[config.mk]
export PLATFORM = sky130hd
export DESIGN_NAME = bet_entry_controller
export DESIGN_NICKNAME = d
export VERILOG_FILES = /design/src/rtl/roulette_pkg.sv /design/src/rtl/scan_to_bet_lut.sv /design/src/rtl/bet_entry_controller.sv
export SDC_FILE = /design/constraint.sdc
export NUM_CORES = 1
export LEC_CHECK = 0
export CAP_MARGIN = 10
export CORE_ASPECT_RATIO = 0.9
export CORE_UTILIZATION = 53
export DETAILED_ROUTE_END_ITERATION = 7
export PLACE_DENSITY_LB_ADDON = 0.08
export SLEW_MARGIN = 15
export SYNTH_ARGS = -nofsm -noshare
export SYNTH_HDL_FRONTEND = slang
export SYNTH_SLANG_ARGS = --single-unit
[constraint.sdc]
create_clock -name clock -period 2.5 [get_ports clock]
set_input_delay 0.25 -clock clock [delete_from_list [all_inputs] [get_ports clock]]
set_output_delay 0.25 -clock clock [all_outputs]
set_load 0.05 [all_outputs]
[src/rtl/roulette_pkg.sv]
// Shared roulette constants: bet opcodes, PS/2 set-2 scan codes and the bet-entry state type.
package roulette_pkg;

  localparam logic [5:0] BET_0       = 6'd0;
  localparam logic [5:0] BET_3       = 6'd3;
  localparam logic [5:0] BET_6       = 6'd6;
  localparam logic [5:0] BET_9       = 6'd9;
  localparam logic [5:0] BET_12      = 6'd12;
  localparam logic [5:0] BET_15      = 6'd15;
  localparam logic [5:0] BET_18      = 6'd18;
  localparam logic [5:0] BET_21      = 6'd21;
  localparam logic [5:0] BET_24      = 6'd24;
  localparam logic [5:0] BET_27      = 6'd27;
  localparam logic [5:0] BET_30      = 6'd30;
  localparam logic [5:0] BET_33      = 6'd33;
  localparam logic [5:0] BET_36      = 6'd36;
  localparam logic [5:0] BET_COL_TOP = 6'd31;
  localparam logic [5:0] BET_INVALID = 6'h3F;

  localparam logic [7:0] SC_BRK   = 8'hF0;
  localparam logic [7:0] SC_EXT   = 8'hE0;
  localparam logic [7:0] SC_PLUS  = 8'h79;
  localparam logic [7:0] SC_MINUS = 8'h7B;
  localparam logic [7:0] SC_ENTER = 8'h5A;
  localparam logic [7:0] SC_ESC   = 8'h76;

  typedef enum logic [1:0] {
    IDLE   = 2'd0,
    SELECT = 2'd1,
    ISSUE  = 2'd2
  } state_e;

endpackage

[src/rtl/scan_to_bet_lut.sv]
// Combinational PS/2 make-code to bet-opcode lookup; unmapped codes yield BET_INVALID.
module scan_to_bet_lut
  import roulette_pkg::*;
(
  input  logic [7:0] code_i,
  output logic [5:0] opcode_o
);

  always_comb begin
    opcode_o = BET_INVALID;
    case (code_i)
      8'h0E: opcode_o = BET_0;
      8'h16: opcode_o = BET_3;
      8'h1E: opcode_o = BET_6;
      8'h26: opcode_o = BET_9;
      8'h25: opcode_o = BET_12;
      8'h2E: opcode_o = BET_15;
      8'h36: opcode_o = BET_18;
      8'h3D: opcode_o = BET_21;
      8'h3E: opcode_o = BET_24;
      8'h46: opcode_o = BET_27;
      8'h45: opcode_o = BET_30;
      8'h4E: opcode_o = BET_33;
      8'h55: opcode_o = BET_36;
      8'h66: opcode_o = BET_COL_TOP;
      default: opcode_o = BET_INVALID;
    endcase
  end

endmodule

[src/rtl/bet_entry_controller.sv]
// Keyboard bet entry: prefix filtering, wager editing, balance check and valid/ready issue.
// Optional SELECT idle auto-cancel is enabled by defining BET_TIMEOUT_EN.
module bet_entry_controller
  import roulette_pkg::*;
#(
  parameter logic [7:0] MIN_BET  = 8'd1,
  parameter logic [7:0] MAX_BET  = 8'd100,
  parameter logic [7:0] BET_STEP = 8'd5,
  parameter logic [3:0] MAX_BETS = 4'd8
`ifdef BET_TIMEOUT_EN
  ,
  parameter logic [31:0] TIMEOUT_CYCLES = 32'd250_000_000
`endif
) (
  input  logic       clock,
  input  logic       resetn,
  input  logic [7:0] scan_code,
  input  logic       scan_valid,
  input  logic [7:0] balance,
  input  logic       spin_active,
  input  logic       round_clear,
  output logic       bet_valid,
  input  logic       bet_ready,
  output logic [5:0] bet_opcode,
  output logic [7:0] bet_amount,
  output logic       sel_active,
  output logic       reject,
  output logic       cancel,
  output logic [3:0] bet_count,
  output logic       round_full
);

  state_e     state_q, state_d;
  logic       brk_pend_q, brk_pend_d;
  logic [5:0] opcode_q, opcode_d;
  logic [7:0] amount_q, amount_d;
  logic [3:0] count_q, count_d;
  logic       reject_q, reject_d;
  logic       cancel_q, cancel_d;
`ifdef BET_TIMEOUT_EN
  logic [31:0] tmo_q, tmo_d;
`endif

  logic [5:0] lut_opcode;
  logic       key_ev, key_opc, key_plus, key_minus, key_enter, key_esc, key_acc;
  logic [8:0] amt_plus, min_plus_step;

  scan_to_bet_lut u_lut (
    .code_i   (scan_code),
    .opcode_o (lut_opcode)
  );

  // The byte after a break prefix is swallowed; extended prefixes are simply dropped.
  assign key_ev    = scan_valid && !brk_pend_q && (scan_code != SC_BRK) && (scan_code != SC_EXT);
  assign key_opc   = key_ev && (lut_opcode != BET_INVALID);
  assign key_plus  = key_ev && (scan_code == SC_PLUS);
  assign key_minus = key_ev && (scan_code == SC_MINUS);
  assign key_enter = key_ev && (scan_code == SC_ENTER);
  assign key_esc   = key_ev && (scan_code == SC_ESC);
  assign key_acc   = key_opc || key_plus || key_minus || key_enter || key_esc;

  assign amt_plus      = {1'b0, amount_q} + {1'b0, BET_STEP};
  assign min_plus_step = {1'b0, MIN_BET} + {1'b0, BET_STEP};

  always_comb begin
    brk_pend_d = brk_pend_q;
    if (scan_valid) begin
      brk_pend_d = brk_pend_q ? 1'b0 : (scan_code == SC_BRK);
    end
  end

  always_comb begin
    state_d  = state_q;
    opcode_d = opcode_q;
    amount_d = amount_q;
    count_d  = count_q;
    reject_d = 1'b0;
    cancel_d = 1'b0;
`ifdef BET_TIMEOUT_EN
    tmo_d    = tmo_q;
`endif
    case (state_q)
      IDLE: begin
        if (key_opc && !spin_active && !round_full) begin
          state_d  = SELECT;
          opcode_d = lut_opcode;
          amount_d = MIN_BET;
`ifdef BET_TIMEOUT_EN
          tmo_d    = '0;
`endif
        end
      end
      SELECT: begin
`ifdef BET_TIMEOUT_EN
        tmo_d = key_acc ? '0 : tmo_q + 32'd1;
`endif
        // Spin lock outranks any key arriving in the same cycle.
        if (spin_active) begin
          cancel_d = 1'b1;
          state_d  = IDLE;
        end else if (key_opc) begin
          opcode_d = lut_opcode;
        end else if (key_plus) begin
          amount_d = (amt_plus > {1'b0, MAX_BET}) ? MAX_BET : amt_plus[7:0];
        end else if (key_minus) begin
          amount_d = ({1'b0, amount_q} >= min_plus_step) ? (amount_q - BET_STEP) : MIN_BET;
        end else if (key_enter) begin
          if (amount_q <= balance) state_d = ISSUE;
          else                     reject_d = 1'b1;
        end else if (key_esc) begin
          cancel_d = 1'b1;
          state_d  = IDLE;
        end
`ifdef BET_TIMEOUT_EN
        else if (tmo_q == TIMEOUT_CYCLES - 32'd1) begin
          cancel_d = 1'b1;
          state_d  = IDLE;
        end
`endif
      end
      ISSUE: begin
        if (bet_ready) begin
          state_d = IDLE;
          if (count_q != MAX_BETS) count_d = count_q + 4'd1;
        end
      end
      default: state_d = IDLE;
    endcase
    if (round_clear) count_d = '0;
  end

  always_ff @(posedge clock or negedge resetn) begin
    if (!resetn) begin
      state_q    <= IDLE;
      brk_pend_q <= 1'b0;
      opcode_q   <= '0;
      amount_q   <= '0;
      count_q    <= '0;
      reject_q   <= 1'b0;
      cancel_q   <= 1'b0;
`ifdef BET_TIMEOUT_EN
      tmo_q      <= '0;
`endif
    end else begin
      state_q    <= state_d;
      brk_pend_q <= brk_pend_d;
      opcode_q   <= opcode_d;
      amount_q   <= amount_d;
      count_q    <= count_d;
      reject_q   <= reject_d;
      cancel_q   <= cancel_d;
`ifdef BET_TIMEOUT_EN
      tmo_q      <= tmo_d;
`endif
    end
  end

  assign bet_valid  = (state_q == ISSUE);
  assign sel_active = (state_q == SELECT);
  assign bet_opcode = opcode_q;
  assign bet_amount = amount_q;
  assign reject     = reject_q;
  assign cancel     = cancel_q;
  assign bet_count  = count_q;
  assign round_full = (count_q == MAX_BETS);

endmodule
==> results of run 1 <==
how the worst max path moves through the flow:
stage | from | end | slack, ns | depth (start not counted)
floorplan | bet_amount[0] | bet_amount[4] | -0.03 | 8
global placement | scan_valid | bet_amount[6] | 0.05 | 8
detailed placement | scan_code[5] | bet_amount[7] | -0.02 | 10
CTS | bet_amount[0] | bet_amount[4] | 0.14 | 8
global route | bet_amount[0] | bet_amount[4] | 0.008 | 8
finish | bet_amount[0] | bet_amount[4] | 0.12 | 8
layer usage:
layer	vias up	global-route usage [%]	wire, um
li1	1236	-	-
met2	125	46.41	3013
met5	-	0	0
met1	1251	46.37	3273
met4	0	4.327	17
met3	2	4.726	647
logic make-up (layout without fill, tap and decap cells):
group                    after synthesis  count (layout)  synth area share, %
adder cells (fa/ha/maj)               14              14                7.202
multiplexers                           4               4                1.646
XOR/XNOR                               6               6                2.160
AND/OR/NAND/NOR                      120             120                29.68
AO/OA/AOI/OAI                         87              87                28.45
flip-flops                            23              23                23.66
buffers and inverters                 37             112                7.202
power groups by stage:
stage	clock network, W	logic [W]	registers [W]
3_3_place_gp	0	0.00111	0.000527
3_5_place_dp	0	0.00112	0.000529
2_1_floorplan	0	0.000512	0.000736
6_report	0.000239	0.00113	0.000522
5_1_grt	0.000256	0.00122	0.000532
4_1_cts	0.000243	0.00112	0.000521
critical path: stages (launching register included):
cell       delay (ns)
dfrtp_1          0.44
ha_1             0.28
or3b_1           0.39
a211o_1          0.30
a211oi_2         0.19
a211oi_1         0.11
buf_4            0.15
a2111oi_2        0.32
a211o_1          0.14
layout make-up:
type                       count  area [um^2]  share of cell area (%)
multi-input combinational    231         1682                   52.19
timing repair buffer          86        755.7                   23.46
sequential                    23        578.1                   17.94
inverter                      22        82.58                   2.563
tap                           60        75.07                   2.330
clock buffer                   3        41.29                   1.282
clock inverter                 1        7.507                  0.2330
placed cells by master (no fill, tap or decap), types with 3 or more instances in the layout:
cell / count
clkdlybuf4s50_1: 44
buf_4: 42
nor2_1: 29
inv_1: 22
dfrtp_1: 21
a21oi_1: 17
nand2_1: 17
ha_1: 14
o21ai_0: 10
nand2b_1: 9
nor2b_1: 9
nor3_1: 9
nand4_1: 8
a31oi_1: 7
nand3b_1: 5
a211o_1: 5
a211oi_1: 5
a21o_1: 4
mux2i_1: 4
xnor2_1: 4
nor4_1: 3
nand4bb_1: 3
nand3_1: 3
o22ai_1: 3
clkbuf_8: 3
per-stage QoR:
step           TNS [ns]  total power (W)  setup slack (ns)  util [%]
2_1_floorplan  -0.02803         0.001248          -0.02803         -
3_3_place_gp          0         0.001633           0.05354     74.85
3_5_place_dp   -0.05177         0.001646          -0.02241     74.85
4_1_cts               0         0.001888            0.1428     76.00
5_1_grt               0         0.002006          0.007729     76.00
6_report              0         0.001895            0.1244     76.00
registers in the layout, indices dropped and copies added (netlist names):
register / flops
bet_amount: 8
bet_opcode: 6
bet_count: 4
state_q: 2
brk_pend_q: 1
cancel: 1
reject: 1
==> out/results.ini, run 1 <==
[clocking]
cts_made_buffers=3
cts-htree-levels=1
clk_pin_slew_ns=0.09
post_cts_buffers=0
cts_hold_buf=0
clockBufferDepth=2
root_buffer=clkbuf_8
cts-resized-gates=0
clock-sinks=23
cts_tree=done
clock_latency_ns=0.27

[die]
die_w_um=73.41
dieArea_um2=4865
die_y_um=66.27
coreArea_um2=4239
io_pins=45
rows=22
start_util_pct=57.38

[critical_path]
arrival_ns=2.58
reg2reg_depth=8
cp.required_ns=2.71
endpoint_kind=register
crit_fanout=5
r2r_end=bet_amount[4]
r2r_start=bet_amount[0]
r2r_slack_ns=0.12
start_kind=register
crit_type=reg -> reg

[drt]
firstDrtPassIters=5
via_per_inst=6.136
drc=0
wire_per_inst_um=16.32
drt-total-wl_mm=6.952
vias=2614
drtAntennaViolNets=0
dr.first_iter.drc_count=217

[sta]
grt_setup_unrepaired=no
post-route-min-period_ns=2.376
fmax_mhz=420.9
slew_viol_final=0
worst_pin_slew_ns=0.5255
period_share_pct=95.02
relSlewSlack_pct=64.80
finClkSkew_ns=0.007154
hold_viol_final=0
setup_viol=0
whs_ns=0.3276

[logic_synthesis]
syn_area_um2=2432
synth_seq_cells=23
yosysTopAreaCell=dfrtp_1
yosysMostFrequentCell=nor2_1
ys_top_cells_by_count=29 x nor2_1, 23 x dfrtp_1, 22 x inv_1
syn_nets=327
syn-instance-count=291
synthArstFlopShare_pct=100.0
ys_warn_count=0
synth_area_per_cell_um2=8.359
synth_top_area_share_pct=23.66
synthFlopType=dfrtp_1
synth-edff-count=0
synthTopCellsByArea=dfrtp_1 24%, ha_1 7.2%, nor2_1 4.5%
yosysSeqAreaShare_pct=23.66
synth_cell_types=79

[pwr]
switching_share_pct=47.44
pwr-share-comb_pct=59.8
powerDensity_nw_per_um2=588.2
seqPwrFrac_pct=27.5
power.share.clock_pct=12.6
p_leak_nw=1.344
p_sw_w=0.0008990
peakVddDrop_mv=0.4525
cellInternalPower_w=0.0009960

[placed_design]
placed_cell_area_um2=3173
place.gp.congestion=1.002
port_buffers=44
hpwl_mm=5.385
place_inst=422

[outcome]
status=complete, no violations

[global_route]
grt_pass1_wl_mm=11.48
grt_max_degree=24
grt_pass1_vias=2395
grt_use_total_pct=30.60
grt_antenna_before_repair=0
grt.overflow.total=0

[finish]
fin_nets=403
insertedDiodeCount=0
drive_gt1_share_pct=20.77
final_cell_count_no_fill=426
design_area_um2=3222
areaGrowthSynthToFinish_pct=32.46
fillers=340

[flow_run]
max-cap-violations=0

[worst_hold_path]
hp-class=in -> async

(Power assumes the default switching activity.)
==> run 2: changes to the inputs <==
MAX_ROUTING_LAYER = met4   (was default)
==> out/results.ini, run 2 (synthesis results as in run 1) <==
[outcome]
status=complete, no violations

[critical_path]
crit_slowest_cell=clkdlybuf4s50_1
crit_type=reg -> out
crit_start=bet_count[0]
crit_fanout=5
critPathMaxStageDelay_ns=0.83
cp_top_family=buffers and inverters
start_kind=register
cp.required_ns=2.25
path_cells=inv_1 > ha_1 > nand3b_1 > inv_1 > clkdlybuf4s50_1
arrival_ns=2.12
path_buf_inv=3
r2r_start=bet_amount[1]
endpoint_kind=output port
cp_common_cell=inv_1

[die]
rows=22
coreArea_um2=4239
io_pins=45
dieArea_um2=4865
die_w_um=73.41
start_util_pct=57.38
die_y_um=66.27

[worst_hold_path]
hp-class=in -> async

[finish]
final_common_cell=clkdlybuf4s50_1
fillers=352
final_cell_mix=44 x clkdlybuf4s50_1, 40 x buf_4, 29 x nor2_1
multi_input_area_um2=1690
drive_gt1_share_pct=20.88
final_cell_count_no_fill=424
largest_reg_flops=8
regArea_um2=578.1
insertedDiodeCount=0
areaGrowthSynthToFinish_pct=32.20
fin_nets=401

[global_route]
grt_use_total_pct=30.86
grt_pass1_wl_mm=11.24
grt.overflow.total=0
grt_antenna_before_repair=0
grt_pass1_vias=2306
grt_max_degree=24

[sta]
finalWorstSetupSlack_ns=0.1305
worst_pin_slew_ns=0.6373
finClkSkew_ns=0.006607
tns_ns=0
period_share_pct=94.78
hold_viol_final=0
setup_viol=0
fmax_mhz=422.0
slew_viol_final=0
grt_setup_unrepaired=no
post-route-min-period_ns=2.370
relSlewSlack_pct=57.19
whs_ns=0.3320

[placed_design]
preCtsSetupSlack_ns=0.003264
place_inst=420
place.gp.congestion=0.9590
port_buffers=44
hpwl_mm=5.337

[clocking]
cts-htree-levels=1
cts_made_buffers=3
cts_hold_buf=0
clk_pin_slew_ns=0.09
cts_tree=done
clockBufferDepth=2
root_buffer=clkbuf_8
clock-sinks=23
post_cts_buffers=0
clock_latency_ns=0.27

[pwr]
peakVddDrop_mv=0.5906
powerDensity_nw_per_um2=588.8
pwr-share-comb_pct=59.1
seqPwrFrac_pct=27.9
switching_share_pct=47.48
p_leak_nw=1.332
cellInternalPower_w=0.0009944
p_sw_w=0.0008990
power.share.clock_pct=12.9

[drt]
firstDrtPassIters=4
drc=0
vias=2525
drt-total-wl_mm=6.767
via_per_inst=5.955
dr.first_iter.drc_count=185
drtAntennaViolNets=0
wire_per_inst_um=15.96

[flow_run]
max-cap-violations=0

[run 2: cell types whose count changed in the layout (fill, tap and decap cells not counted)]
| cell | previous run | this run |
|---|---|---|
| ha_2 | 0 | 1 |
| buf_4 | 42 | 40 |
| a31oi_2 | 1 | 2 |
| ha_1 | 14 | 13 |
| a31oi_1 | 7 | 6 |
[run 2: per-stage QoR]
stage | power (W) | utilization, % | instance area (um^2)
3_3_place_gp | 0.001621 | 74.50 | 3158
4_1_cts | 0.001880 | 75.65 | 3207
3_5_place_dp | 0.001634 | 74.50 | 3158
6_report | 0.001893 | 75.86 | 3216
5_1_grt | 0.002010 | 75.86 | 3216
2_1_floorplan | 0.001248 | - | 2435
[run 2: final cells by class]
type | count | area share (%)
clock buffers | 3 | 1.284
clock inverters | 1 | 0.2335
inverters | 22 | 2.568
multi-input cells | 231 | 52.57
flip-flops and latches | 23 | 17.98
well taps | 60 | 2.335
repair buffers | 84 | 23.04
[run 2: timing repair]
action	in CTS	in global routing
endpoints found under the hold margin	0	0
resized for setup	0	2
setup endpoints to repair	0	2
[run 2: per-layer routing]
| metal | vias to the layer above | share of wire (%) | global-route usage [%] | wire, um |
|---|---|---|---|---|
| li1 | 1234 | - | - | - |
| met1 | 1182 | 50 | 46.18 | 3357 |
| met2 | 104 | 42 | 43.75 | 2836 |
| met3 | 5 | 7.9 | 5.488 | 536 |
| met4 | 0 | 0.53 | 5.048 | 36 |
| met5 | - | 0 | - | 0 |
[run 2: final timing paths]
check                           endpoint  slack, ns  depth (start not counted)
setup / recovery              round_full       0.13                          5
hold / removal                    reject       0.33                          2
setup reg to reg           bet_amount[4]       0.19                          8
hold reg to reg            bet_opcode[0]       0.51                          1
max in group asynchronous  bet_amount[1]       1.90                          2
min in group clock         bet_opcode[0]       0.51                          1
[run 2: power by group through the flow]
stage	clock network [W]	registers (W)	logic (W)
after global placement	0	0.000530	0.00109
final	0.000245	0.000529	0.00112
after CTS	0.000249	0.000525	0.00111
after detailed placement	0	0.000533	0.00110
after floorplan	0	0.000736	0.000512
after global routing	0.000263	0.000537	0.00121
